$ cat config.mk
export PLATFORM = sky130hd
export DESIGN_NAME = uart_rx_fifo
export DESIGN_NICKNAME = d
export VERILOG_FILES = /design/src/rtl/uart_pkg.sv /design/src/rtl/uart_rx_fifo_mem.sv /design/src/rtl/uart_rx_fifo.sv
export SDC_FILE = /design/constraint.sdc
export NUM_CORES = 1
export LEC_CHECK = 0
export CORE_ASPECT_RATIO = 2
export CORE_MARGIN = 4
export CORE_UTILIZATION = 45
export CTS_CLUSTER_DIAMETER = 80
export DETAILED_ROUTE_END_ITERATION = 10
export PLACE_DENSITY = 0.62
export SYNTH_ARGS = -nofsm -noshare
export SYNTH_HDL_FRONTEND = slang
export SYNTH_SLANG_ARGS = --single-unit
$ cat constraint.sdc
create_clock -name CLK_125MHZ_FPGA -period 4.4 [get_ports CLK_125MHZ_FPGA]
set_clock_uncertainty 0.05 [all_clocks]
set_input_delay 1.32 -clock CLK_125MHZ_FPGA [delete_from_list [all_inputs] [get_ports CLK_125MHZ_FPGA]]
set_output_delay 1.32 -clock CLK_125MHZ_FPGA [all_outputs]
set_load 0.02 [all_outputs]
$ cat src/rtl/uart_pkg.sv
// +--------------------------------------------------------------------+
// | uart_pkg: shared UART byte type and FIFO defaults.                 |
// | Revision: 1.0                                                      |
// +--------------------------------------------------------------------+
`default_nettype none

package uart_pkg;
  typedef logic [7:0] uart_byte_t;
  localparam int UART_FIFO_DEPTH_DEF = 16;
  localparam uart_byte_t UART_DROP_CNT_MAX = 8'hFF;
endpackage

`default_nettype wire

$ cat src/rtl/uart_rx_fifo_mem.sv
// +--------------------------------------------------------------------+
// | uart_rx_fifo_mem: DEPTH x byte storage, sync write / async read.   |
// | Revision: 1.0                                                      |
// +--------------------------------------------------------------------+
`default_nettype none

module uart_rx_fifo_mem
  import uart_pkg::*;
#(
  parameter int DEPTH = UART_FIFO_DEPTH_DEF,
  parameter int AW    = $clog2(DEPTH)
) (
  input  logic          CLK_125MHZ_FPGA,
  input  logic          we,
  input  logic [AW-1:0] waddr,
  input  logic [7:0]    wdata,
  input  logic [AW-1:0] raddr,
  output logic [7:0]    rdata
);

  // No reset on the array so it maps onto distributed RAM.
  uart_byte_t r_mem [DEPTH];

  always_ff @(posedge CLK_125MHZ_FPGA) begin
    if (we) begin
      r_mem[waddr] <= wdata;
    end
  end

  assign rdata = r_mem[raddr];

endmodule

`default_nettype wire

$ cat src/rtl/uart_rx_fifo.sv
// +--------------------------------------------------------------------+
// | uart_rx_fifo: FWFT byte FIFO behind the uart_core rx port.         |
// | Optional statistics (drop_cnt, max_level): UART_RX_FIFO_STATS_EN.  |
// | Revision: 1.0                                                      |
// +--------------------------------------------------------------------+
`default_nettype none

module uart_rx_fifo
  import uart_pkg::*;
#(
  parameter int DEPTH = UART_FIFO_DEPTH_DEF,
  parameter int AW    = $clog2(DEPTH)
) (
  input  logic        CLK_125MHZ_FPGA,
  input  logic        rst,
  input  logic [7:0]  in_data,
  input  logic        in_valid,
  output logic        in_ready,
  output logic [7:0]  out_data,
  output logic        out_valid,
  input  logic        out_ready,
  output logic [AW:0] level,
  output logic        overflow,
  output logic [7:0]  drop_cnt,
  output logic [AW:0] max_level
);

  localparam logic [AW:0] c_ptr_one = {{AW{1'b0}}, 1'b1};

  logic [AW:0] r_wr_ptr;
  logic [AW:0] r_rd_ptr;
  logic [AW:0] r_level;
  logic        r_overflow;
  logic        w_full;
  logic        w_empty;
  logic        w_push;
  logic        w_pop;

  assign w_empty = (r_wr_ptr == r_rd_ptr);
  assign w_full  = (r_wr_ptr[AW-1:0] == r_rd_ptr[AW-1:0]) && (r_wr_ptr[AW] != r_rd_ptr[AW]);

  // in_ready depends only on registered pointers; a pop never frees a slot in the same cycle.
  assign in_ready  = !w_full;
  assign out_valid = !w_empty;
  assign w_push    = in_valid && !w_full && !rst;
  assign w_pop     = !w_empty && out_ready && !rst;

  uart_rx_fifo_mem #(
    .DEPTH (DEPTH),
    .AW    (AW)
  ) u_mem (
    .CLK_125MHZ_FPGA (CLK_125MHZ_FPGA),
    .we              (w_push),
    .waddr           (r_wr_ptr[AW-1:0]),
    .wdata           (in_data),
    .raddr           (r_rd_ptr[AW-1:0]),
    .rdata           (out_data)
  );

  always_ff @(posedge CLK_125MHZ_FPGA) begin
    if (rst) begin
      r_wr_ptr   <= '0;
      r_rd_ptr   <= '0;
      r_level    <= '0;
      r_overflow <= 1'b0;
    end else begin
      if (w_push) begin
        r_wr_ptr <= r_wr_ptr + c_ptr_one;
      end
      if (w_pop) begin
        r_rd_ptr <= r_rd_ptr + c_ptr_one;
      end
      case ({w_push, w_pop})
        2'b10:   r_level <= r_level + c_ptr_one;
        2'b01:   r_level <= r_level - c_ptr_one;
        default: r_level <= r_level;
      endcase
      if (in_valid && w_full) begin
        r_overflow <= 1'b1;
      end
    end
  end

  assign level    = r_level;
  assign overflow = r_overflow;

`ifdef UART_RX_FIFO_STATS_EN
  logic [7:0]  r_drop_cnt;
  logic [AW:0] r_max_level;

  always_ff @(posedge CLK_125MHZ_FPGA) begin
    if (rst) begin
      r_drop_cnt  <= '0;
      r_max_level <= '0;
    end else begin
      if (in_valid && w_full && (r_drop_cnt != UART_DROP_CNT_MAX)) begin
        r_drop_cnt <= r_drop_cnt + 8'd1;
      end
      if (r_level > r_max_level) begin
        r_max_level <= r_level;
      end
    end
  end

  assign drop_cnt  = r_drop_cnt;
  assign max_level = r_max_level;
`else
  assign drop_cnt  = '0;
  assign max_level = '0;
`endif

endmodule

`default_nettype wire

Word level (Yosys, flattened, before mapping) --
Memories as Yosys holds them, arrays and structs flattened. A register that Yosys moved wholly into a read port is not among the register bits. Cells that the tools add are included.
Word-level totals: ROM bits 0, logic and storage cells 29, memories kept 1, register bits 16, output and inout bits 29, memory bits (writable) 128, input port bits 12, latch bits 0
Memories:
- u_mem.r_mem | depth 16, bits a word 8, rd ports 1, clocked after memory_dff 1, wr ports 1, line uart_rx_fifo_mem.sv:22 | uart_byte_t r_mem [DEPTH];
Cells by class: equality and inequality tests 5, shifts and indexed selects 0, bitwise logic cells 0, $lt $le $gt $ge 0, div/mod/pow operators 0, $mul 0, add/sub/neg operators 4, reductions and logical operators 10, muxes and demuxes 5
Operators with widths (count):
- 5-bit by 1-bit adder with 5-bit output, second input constant | 3
- 5-bit case mux with 2 select lines | 1
- 4-bit two-way mux | 2
- 1-bit logical AND | 6
- 5-bit == test | 1
- 5-bit by 1-bit subtractor with 5-bit output, second input constant | 1
- 4-bit == test | 1
- 1-bit zero test | 3
- 2-bit by 1-bit == test with 1-bit output, second input constant | 1
- 2-bit == test, second input constant | 1
- 1-bit two-way mux | 2
- 2-bit nonzero test | 1
- 1-bit != test | 1

Logic depth before layout (Yosys ltp) --
word-level depth 7, gate-level depth with buffers 15, gate-level depth less buffers 11

Modules after synthesis --
A second synthesis with hierarchy kept.
Unflattened totals: cell total of the unflattened synthesis 342, area total of the unflattened synthesis 6065.8 sq um
By module, submodules not included:
- uart_rx_fifo_mem | instances 1, area each 4987.3 sq um, cells an instance 221
- uart_rx_fifo | instances 1, area each 1078.5 sq um, cells an instance 121

Worst setup path before layout --
No wires, ideal clock.
kind in2reg, from in rst, to reg r_level[4], in the netlist level[4], data arrival time 3.550 ns, buffers on the path 2, stages on the path 11, path slack 0.676 ns, library setup time 0.123 ns, path through buf_2 > nand2b_1 > a21oi_2 > ha_1 > clkbuf_1 > xor2_1 > ha_1 > o31a_1 > nor3_1 > mux2i_1 > mux2_1
On the way: word-level cells in the longest chain between the ends 4
Ends and longest elaborated chain:
- start, declared | line uart_rx_fifo.sv:15 | input logic rst,
- 1-bit zero test (*) | line uart_rx_fifo.sv:46 | assign w_pop = !w_empty && out_ready && !rst;
- 1-bit logical AND (*) | line uart_rx_fifo.sv:46
- via w_pop | line uart_rx_fifo.sv:37 | logic w_pop;
- 2-bit by 1-bit == test with 1-bit output / 2-bit == test (equally long branches) | line uart_rx_fifo.sv:73 | case ({w_push, w_pop})
- 5-bit case mux with 2 select lines / 2-bit nonzero test (equally long branches)
- end signal, assigned | line uart_rx_fifo.sv:74 | 2'b10: r_level <= r_level + c_ptr_one;
- end signal, assigned | line uart_rx_fifo.sv:75 | 2'b01: r_level <= r_level - c_ptr_one;
- end signal, assigned | line uart_rx_fifo.sv:76 | default: r_level <= r_level;
- end, declared | line uart_rx_fifo.sv:32 | logic [AW:0] r_level;
Mark *: on every way through the listed nets, which the timed path passes. The rest lies on a longest branch. A chain may end at the register's enable or synchronous reset.

==> flow_summary.ini <==
[outcome]
run_status = finished, final reports clean

[route]
dr.first_iter.drc_count = 184
drt_wl_total_um = 12200
post_drt_via_cell_ratio = 5.31
via_count = 3089
routed_wire_length_per_instance_um = 20.9
route.detailed.drc = 0
detailedRoute.firstPassIterationCount = 4
detail-route-antenna-nets = 0

[place]
globalplace.congestion = 0.780
placement.cell_area_sq_mm = 0.00666
dpl.hpwl_um = 8200
placement.io_buffers = 27
placement.setup.worst_slack_ns = 0.384

[clocking]
clock_pin_slew_on_the_worst_setup_and_hold_paths_ns = 0.06
insertion_delay_ns = 0.41
cts_hold_fix_bufs = 0
cts_buffers = 17
cts_setup_buffers = 0
clockRootBuffer = clkbuf_16
cts.sink_count = 148
clock_tree.buffer_depth = 2
cts_max_level = 4
cts_tree = done
postCtsResizedCells = 0

[critical_path]
critPathBufInv = 2
wp_data_required_ns = 3.03
timing.reg2reg.worst_path_depth = 10
cp_slowest_cell = mux4_1
worstReg2RegEnd = level[4]
critical_path.startpoint_type = register
worst_setup_path_end_kind = output pin
path_max_fanout = 32
crit_path_dat_ns = 2.69
crit_path_max_incr_delay_ns = 0.61
cp_num_cells = 4
family_of_cells_with_the_greatest_summed_delay_on_the_critical_path = multiplexers
worstSetupPathType = reg2out
cp-endpoint = out_data[7]
cell_chain_of_the_critical_path = buf_12, mux4_1, mux4_2, clkdlybuf4s50_1
regToRegSetupSlack_ns = 1.45
worst_r2r_startpoint = r_wr_ptr[2]

[yosys]
synth_sequential_area_ratio_pct = 67.8
ys.flop_type = edfxtp_1
synth_edf_count = 128
netlist_instances = 351
synth_area_sq_mm = 0.00626
proportion_of_synthesized_flip_flops_having_asynchronous_set_or_reset_pct = 0
syn-mean-instance-area_sq_um = 17.8
ys_warn_count = 0
synth_cell_types = 48
postSynthRegisterBits = 148

[floorplanning]
die_width_um = 91.4
ios = 41
core_area_sq_mm = 0.0136
die_y_um = 175
start_util_pct = 46.1
rows = 60
die_area_sq_mm = 0.0160

[hold_path]
holdCritPathClass = reg2reg

[timing]
finalHoldViolCount = 0
relSlewSlack_pct = 57.5
tightestPinTransition_ns = 0.637
highest_clock_rate_ghz = 0.247
timing.final.setup_violations = 0
unrepaired_setup_endpoints_after_global_routing = false
count_of_final_max_slew_check_failures = 0
setup-tns-final_ns = 0
tcrit_tclk_final_pct = 92.2
fin_ws_ns = 0.343
post-route-min-period_ns = 4.06

[global_routing]
grt_start_max_net_pins = 33
globalRoute.totalOverflow = 0
wire_length_of_the_first_global_routing_pass_um = 18800
grt_antenna_before_repair = 0
first_global_vias = 3304
grt_use_total_pct = 16.1

[cells_and_area]
drive_above_1_share_pct = 21.0
final_net_count = 402
layout.core_utilization_pct = 53.1
fill_cells = 1112
multi_input_comb_area_sq_mm = 0.00181
most_common_cell_after_layout_fill_and_taps_aside = edfxtp_1
seqCellArea_sq_mm = 0.00425
most-common-layout-cells = edfxtp_1, mux4_2, clkdlybuf4s50_1
area_growth_syn_to_layout_pct = 15.2
fin_area_sq_mm = 0.00722
n_antenna_cell = 0

[pwr]
total_switching_power_uw = 772
portion_of_total_power_attributed_to_combinational_logic_pct = 8.6
irDropWorstVdd_mv = 0.286
netSwitchingFraction_pct = 24.2
pwr-share-seq_pct = 49.1
share_clk_of_total_power_pct = 42.4
p_leak_uw = 0.00234
power_per_cell_area_mw_per_mm2 = 441
internal_power_uw = 2410

[flow_run]
max_cap_violations = 0
## sequential cells by signal, summed over array words and instances (netlist names), named ones only
name,count
overflow,1
r_wr_ptr,5
u_mem.r_mem,128
r_rd_ptr,5
level,5
## cell families after synthesis
logic type / synth area share [%]
multiplexers: 15.5
AO/OA/AOI/OAI: 2.90
other: 0.0599
buffers and inverters: 4.02
AND/OR/NAND/NOR: 6.19
flip-flops: 67.8
XOR/XNOR: 2.22
adder cells (fa/ha/maj): 1.40
## area by class of cell
| class | instances | share of cell area (%) |
|---|---|---|
| clock buffers | 17 | 5.89 |
| clock inverters | 15 | 1.87 |
| inverters | 8 | 0.416 |
| multi-input cells | 174 | 25.1 |
| flip-flops and latches | 148 | 58.8 |
| well taps | 186 | 3.22 |
| repair buffers | 34 | 4.65 |
## worst min path at each step
stage / start / endpoint / slack (ns) / depth (start not counted)
after floorplan: r_wr_ptr[4] / r_wr_ptr[4] / 0.45 / 1
after global placement: overflow / overflow / 0.43 / 2
after detailed placement: overflow / overflow / 0.44 / 2
after CTS: overflow / overflow / 0.47 / 2
after global routing: overflow / overflow / 0.51 / 2
final: overflow / overflow / 0.46 / 2
## worst min-delay path, cell delays in order, from the launching register on
cell	delay [ns]
dfxtp_1	0.35
a31oi_1	0.05
nor2_1	0.08
## metrics by stage
step	total power (uW)	hold slack, ns	instances
detailed placement	1870	0.441	550
finish	3190	0.460	582
CTS	3220	0.466	582
floorplan	1790	0.446	363
global route	3300	0.510	582
global placement	1870	0.430	550
## synthesized netlist by cell type (2+ instances only)
cell | number | area (sq um)
inv_1 | 8 | 30.0
a211o_1 | 2 | 17.5
nor2b_1 | 3 | 18.8
a21oi_1 | 3 | 15.0
nand2b_1 | 6 | 37.5
nor3b_1 | 3 | 22.5
xnor2_1 | 10 | 87.6
o21ai_0 | 3 | 15.0
buf_6 | 6 | 67.6
nor3_1 | 4 | 20.0
o22ai_1 | 2 | 12.5
ha_1 | 7 | 87.6
nand3_1 | 3 | 15.0
a211oi_1 | 3 | 22.5
nand3b_1 | 3 | 22.5
clkbuf_1 | 6 | 22.5
mux2i_1 | 3 | 30.0
buf_1 | 5 | 18.8
buf_4 | 13 | 97.6
dfxtp_1 | 20 | 400
and3_1 | 14 | 87.6
nor2_1 | 19 | 71.3
nand4_1 | 2 | 12.5
edfxtp_1 | 128 | 3840
nand2_1 | 8 | 30.0
mux4_2 | 39 | 878
buf_2 | 2 | 10.0
nor4_1 | 3 | 18.8
xor2_1 | 4 | 35.0
## power groups by stage
| stage | Combinational, uW | Sequential [uW] | Clock (uW) |
|---|---|---|---|
| 2_1_floorplan | 199 | 1590 | 0 |
| 3_3_place_gp | 274 | 1590 | 0 |
| 3_5_place_dp | 277 | 1590 | 0 |
| 4_1_cts | 278 | 1560 | 1380 |
| 5_1_grt | 295 | 1570 | 1440 |
| 6_report | 273 | 1560 | 1350 |
## layer usage
| layer | up-vias | share of wire [%] | global-route usage, % |
|---|---|---|---|
| met1 | 1584 | 38 | 17.8 |
| met5 | - | 0 | 0 |
| met3 | 11 | 3.1 | 3.53 |
| li1 | 1427 | - | - |
| met4 | 0 | 1.2 | 4.72 |
| met2 | 67 | 58 | 30.3 |
Power figures use the tool's default switching activity.
